### config.mk
export PLATFORM = sky130hd
export DESIGN_NAME = dmem_responder
export DESIGN_NICKNAME = d
export VERILOG_FILES = /design/src/rtl/dmem_responder.sv
export SDC_FILE = /design/constraint.sdc
export NUM_CORES = 2
export LEC_CHECK = 0
export CAP_MARGIN = 20
export CELL_PAD_IN_SITES_DETAIL_PLACEMENT = 1
export CELL_PAD_IN_SITES_GLOBAL_PLACEMENT = 2
export CORE_ASPECT_RATIO = 1.1
export CORE_MARGIN = 4
export CORE_UTILIZATION = 51
export DETAILED_ROUTE_END_ITERATION = 8
export PLACE_DENSITY_LB_ADDON = 0.25
export SETUP_SLACK_MARGIN = 0.1
export SYNTH_ARGS = -nofsm -noshare
export SYNTH_HDL_FRONTEND = slang
export SYNTH_SLANG_ARGS = --single-unit
### constraint.sdc
create_clock -name clk -period 4.65 [get_ports clk]
set_clock_uncertainty 0.1 [all_clocks]
set_input_delay 0.465 -clock clk [delete_from_list [all_inputs] [get_ports clk]]
set_output_delay 0.465 -clock clk [all_outputs]
set_load 0.05 [all_outputs]
### src/rtl/dmem_responder.sv
// Data-memory responder: word-addressed RAM behind a request/ready handshake with a fixed
// response latency, plus a sticky store-watch checker that drives done/pass.
module dmem_responder #(
    parameter int unsigned DEPTH       = 64,
    parameter int unsigned LATENCY     = 2,
    parameter logic [31:0] WATCH_ADDR  = 32'd100,
    parameter logic [31:0] WATCH_DATA  = 32'd7,
    parameter logic [31:0] IGNORE_ADDR = 32'd96
) (
    input  logic        clk,
    input  logic        reset,
    input  logic        MemWrite,
    input  logic        MemRead,
    input  logic [31:0] DataAdr,
    input  logic [31:0] WriteData,
    output logic [31:0] ReadData,
    output logic        MemReady,
    output logic        MemErr,
    output logic        done,
    output logic        pass
);

    localparam int unsigned AW      = $clog2(DEPTH);
    localparam logic [31:0] Limit   = 32'(4 * DEPTH);
    localparam logic [3:0]  LatInit = 4'(LATENCY - 1);

    typedef enum logic [1:0] {StIdle, StBusy, StResp} state_e;

    state_e        state_q, state_d;
    logic [3:0]    cnt_q, cnt_d;
    logic          err_q, err_d;
    logic [31:0]   rdata_q, rdata_d;
    logic          done_q, done_d;
    logic          pass_q, pass_d;
    logic          accept;
    logic          adr_err;
    logic [AW-1:0] idx;
    logic [31:0]   mem [DEPTH];

    assign idx     = DataAdr[AW+1:2];
    assign adr_err = (DataAdr[1:0] != 2'b00) || (DataAdr >= Limit);

    always_comb begin
        state_d = state_q;
        cnt_d   = cnt_q;
        accept  = 1'b0;
        unique case (state_q)
            StIdle: begin
                if (MemWrite || MemRead) begin
                    accept = 1'b1;
                    if (LATENCY == 1) begin
                        state_d = StResp;
                    end else begin
                        state_d = StBusy;
                        cnt_d   = LatInit;
                    end
                end
            end
            StBusy: begin
                cnt_d = cnt_q - 4'd1;
                if (cnt_q == 4'd1) begin
                    state_d = StResp;
                end
            end
            StResp:  state_d = StIdle;
            default: state_d = StIdle;
        endcase
    end

    // Request is latched at acceptance; a store wins over a simultaneous load.
    always_comb begin
        err_d   = err_q;
        rdata_d = rdata_q;
        done_d  = done_q;
        pass_d  = pass_q;
        if (accept) begin
            err_d   = adr_err;
            rdata_d = (!MemWrite && !adr_err) ? mem[idx] : 32'd0;
            if (MemWrite && !done_q) begin
                if (DataAdr == WATCH_ADDR && WriteData == WATCH_DATA) begin
                    done_d = 1'b1;
                    pass_d = 1'b1;
                end else if (DataAdr != IGNORE_ADDR) begin
                    done_d = 1'b1;
                    pass_d = 1'b0;
                end
            end
        end
    end

    always_ff @(posedge clk or negedge reset) begin
        if (!reset) begin
            state_q <= StIdle;
            cnt_q   <= 4'd0;
            err_q   <= 1'b0;
            rdata_q <= 32'd0;
            done_q  <= 1'b0;
            pass_q  <= 1'b0;
        end else begin
            state_q <= state_d;
            cnt_q   <= cnt_d;
            err_q   <= err_d;
            rdata_q <= rdata_d;
            done_q  <= done_d;
            pass_q  <= pass_d;
        end
    end

    // RAM is deliberately outside the reset domain so accepted stores survive a reset.
    always_ff @(posedge clk) begin
        if (accept && MemWrite && !adr_err) begin
            mem[idx] <= WriteData;
        end
    end

    assign MemReady = (state_q == StResp);
    assign MemErr   = MemReady & err_q;
    assign ReadData = MemReady ? rdata_q : 32'd0;
    assign done     = done_q;
    assign pass     = pass_q;

endmodule
==> impl_metrics.json <==
{
  "status": "completed",
  "ant_nets": 0,
  "placedCellCount": 5686,
  "gp_congestion": 0.9031,
  "cp-end-kind": "primary output",
  "fin_hold_ws_ps": 52.25,
  "cts.sinks": 2089,
  "holdBufCountCts": 8,
  "final_nets": 3885,
  "io_pins": 104,
  "viasPerCell": 6.453,
  "drv_cap": 0,
  "synth_seq_cells": 2089,
  "setup_tns_ps": 0,
  "peakVddDrop_mv": 0.4018,
  "period_share": 0.8437,
  "post_cts_buffers": 0,
  "wl_per_cell_um": 37.18,
  "ys_seq_area_frac": 0.7791,
  "hold_violations": 0,
  "syn2layout_area_growth_pct": 14.67,
  "netlist_area_um2": 80250,
  "num_rows": 152,
  "cts_buffer_depth": 3,
  "grt_pass1_wl_um": 320600,
  "syn_inst": 3484,
  "fp.coreArea_um2": 156100,
  "drive_above_1_share": 0.2977,
  "vias": 39220,
  "chipHeight_um": 424.0,
  "synth_area_leaders": "edfxtp_1, mux4_2, mux2i_1, dfrtp_1, a22oi_1",
  "fp.dieW_um": 386.2,
  "grt-ovfl-total": 0,
  "routed_wl_um": 226000,
  "path_max_fanout": 20,
  "dp_hpwl_um": 141900,
  "slew-limit-headroom": 0.1382,
  "timing.fmax_mhz": 254.9,
  "dr.pass1.iters": 5,
  "cts_tree": "built",
  "portBuffers": 103,
  "grt_max_degree": 73,
  "worst_hold_path_type": "in -> reg",
  "rsz0062_at_grt": "no",
  "synth_nets": 3554,
  "cts_resized": 0,
  "synth-async-reset-ratio": 0.01963,
  "grt_usage": 0.2814,
  "worstPathArrival_ps": 3360,
  "stdcell_count": 6078,
  "grt_pass1_vias": 40780,
  "dr.first_iter.drc_count": 5435,
  "tightest_slew_ps": 1281,
  "drc": 0,
  "synth.distinct_cells": 49,
  "cts.clk_slew.worst_paths_ps": 60,
  "syn_area_per_cell_um2": 23.03,
  "layout_min_cycle_time_ps": 3923,
  "yosysWarnings": 0,
  "numCtsBuffers": 198,
  "slew_viol_final": 0,
  "dieArea_um2": 163800,
  "synth-main-ff-cell": "edfxtp_1",
  "clockRootBuffer": "clkbuf_16",
  "synth_edf_count": 2048,
  "p_leak_nw": 29.02,
  "finalSetupViolations": 0,
  "synth.top_cell.area_share": 0.7663,
  "initial_utilization": 0.5140,
  "power_density_nw_per_um2": 431.4,
  "criticalPathCategory": "reg -> out",
  "htree_num_levels": 4,
  "synth_top_cell_by_area": "edfxtp_1",
  "antenna_found_initial": 19,
  "worstPathRequired_ps": 4090,
  "clkLatencyLatePin_ps": 840,
  "cp-start-kind": "flip-flop",
  "utilization": 0.5894
}
-- per-stage QoR --
step / worst slack (ps) / area [µm²] / total power (W)
2_1_floorplan: 863.3 / 80250 / 0.02219
3_3_place_gp: 665.7 / 85140 / 0.02327
3_5_place_dp: 599.2 / 85140 / 0.02334
4_1_cts: 622.6 / 92010 / 0.03993
5_1_grt: 577.8 / 92010 / 0.04090
6_report: 726.7 / 92030 / 0.03970
-- per-layer routing --
layer,up-vias,GRT usage,part of all wire
met4,6,0.08248,0.030
met2,2019,0.4410,0.49
met1,21390,0.4080,0.39
met3,299,0.05636,0.090
li1,15510,-,-
met5,-,0,0.00014
-- sequential cells by signal, indices dropped and copies added (netlist names) --
| signal | count |
|---|---|
| rdata_q | 32 |
| err_q | 1 |
| mem | 2048 |
| state_q | 2 |
| cnt_q | 4 |
| pass | 1 |
| done | 1 |
-- final timing paths --
kind                                     from            to  slack, ps  depth (start not counted)
worst max-delay path               state_q[1]  ReadData[10]        730                          4
worst min-delay path            WriteData[14]   mem[18][14]         50                          1
worst max register to register     state_q[0]   mem[60][23]       1410                          9
worst min register to register    rdata_q[19]   rdata_q[19]        390                          2
max in group asynchronous               reset    state_q[1]       3590                          3
min in group asynchronous               reset   rdata_q[18]        220                          3
-- placed cells by master, fill, tap and decap left out, drive strengths merged, types with 14 or more instances in the layout --
cell type / instances
mux2i: 161
o22ai: 28
buf: 248
a21oi: 14
o21ai: 36
clkinv: 91
clkinvlp: 20
edfxtp: 2048
nand2: 84
nor2: 86
a21boi: 18
dfrtp: 41
clkbuf: 230
clkdlybuf4s50: 65
bufinv: 29
a22oi: 56
mux4: 530
mux2: 28
and2: 38
-- cell usage after synthesis, types with 18 or more instances --
| master | instances |
|---|---|
| a21boi_0 | 18 |
| a22oi_1 | 56 |
| and2_1 | 38 |
| buf_2 | 73 |
| buf_4 | 46 |
| clkbuf_1 | 49 |
| dfrtp_1 | 41 |
| edfxtp_1 | 2048 |
| mux2_2 | 28 |
| mux2i_1 | 161 |
| mux4_2 | 530 |
| nand2_1 | 84 |
| nor2_1 | 85 |
| o21ai_0 | 18 |
| o21ai_1 | 18 |
| o22ai_1 | 28 |
-- where the power goes --
group	internal, W	switching, W	total [W]
registers	0.0207	0.0000401	0.0207
clock network	0.00971	0.00704	0.0168
logic	0.000731	0.00150	0.00223
total	0.0311	0.00858	0.0397
-- critical path, stage by stage, from the launching register on --
cell             delay [ps]
dfrtp_1                 490
nor2b_4                 740
buf_4                   320
and2_1                  160
clkdlybuf4s50_1         810
-- kinds of logic (layout without fill, tap and decap cells) --
family	count (synthesis)	in the layout	synth area share
xor+xnor	1	1	0.0001092
compound gates	204	204	0.01763
fa+ha+maj	2	2	0.0003118
simple gates	275	275	0.01631
mux	719	719	0.1727
other cells	0	8	0
buf+inv	194	701	0.01377
flops	2089	2089	0.7791
-- final cells by class --
cell class	count	area [µm²]
Antenna cell	8	20.02
Fill cell	12700	64110
Multi-Input combinational cell	1201	17120
Clock buffer	230	5245
Inverter	4	15.01
Sequential cell	2089	62530
Tap cell	2079	2601
Timing Repair Buffer	321	2960
Clock inverter	146	1540
(Power assumes the default switching activity.)
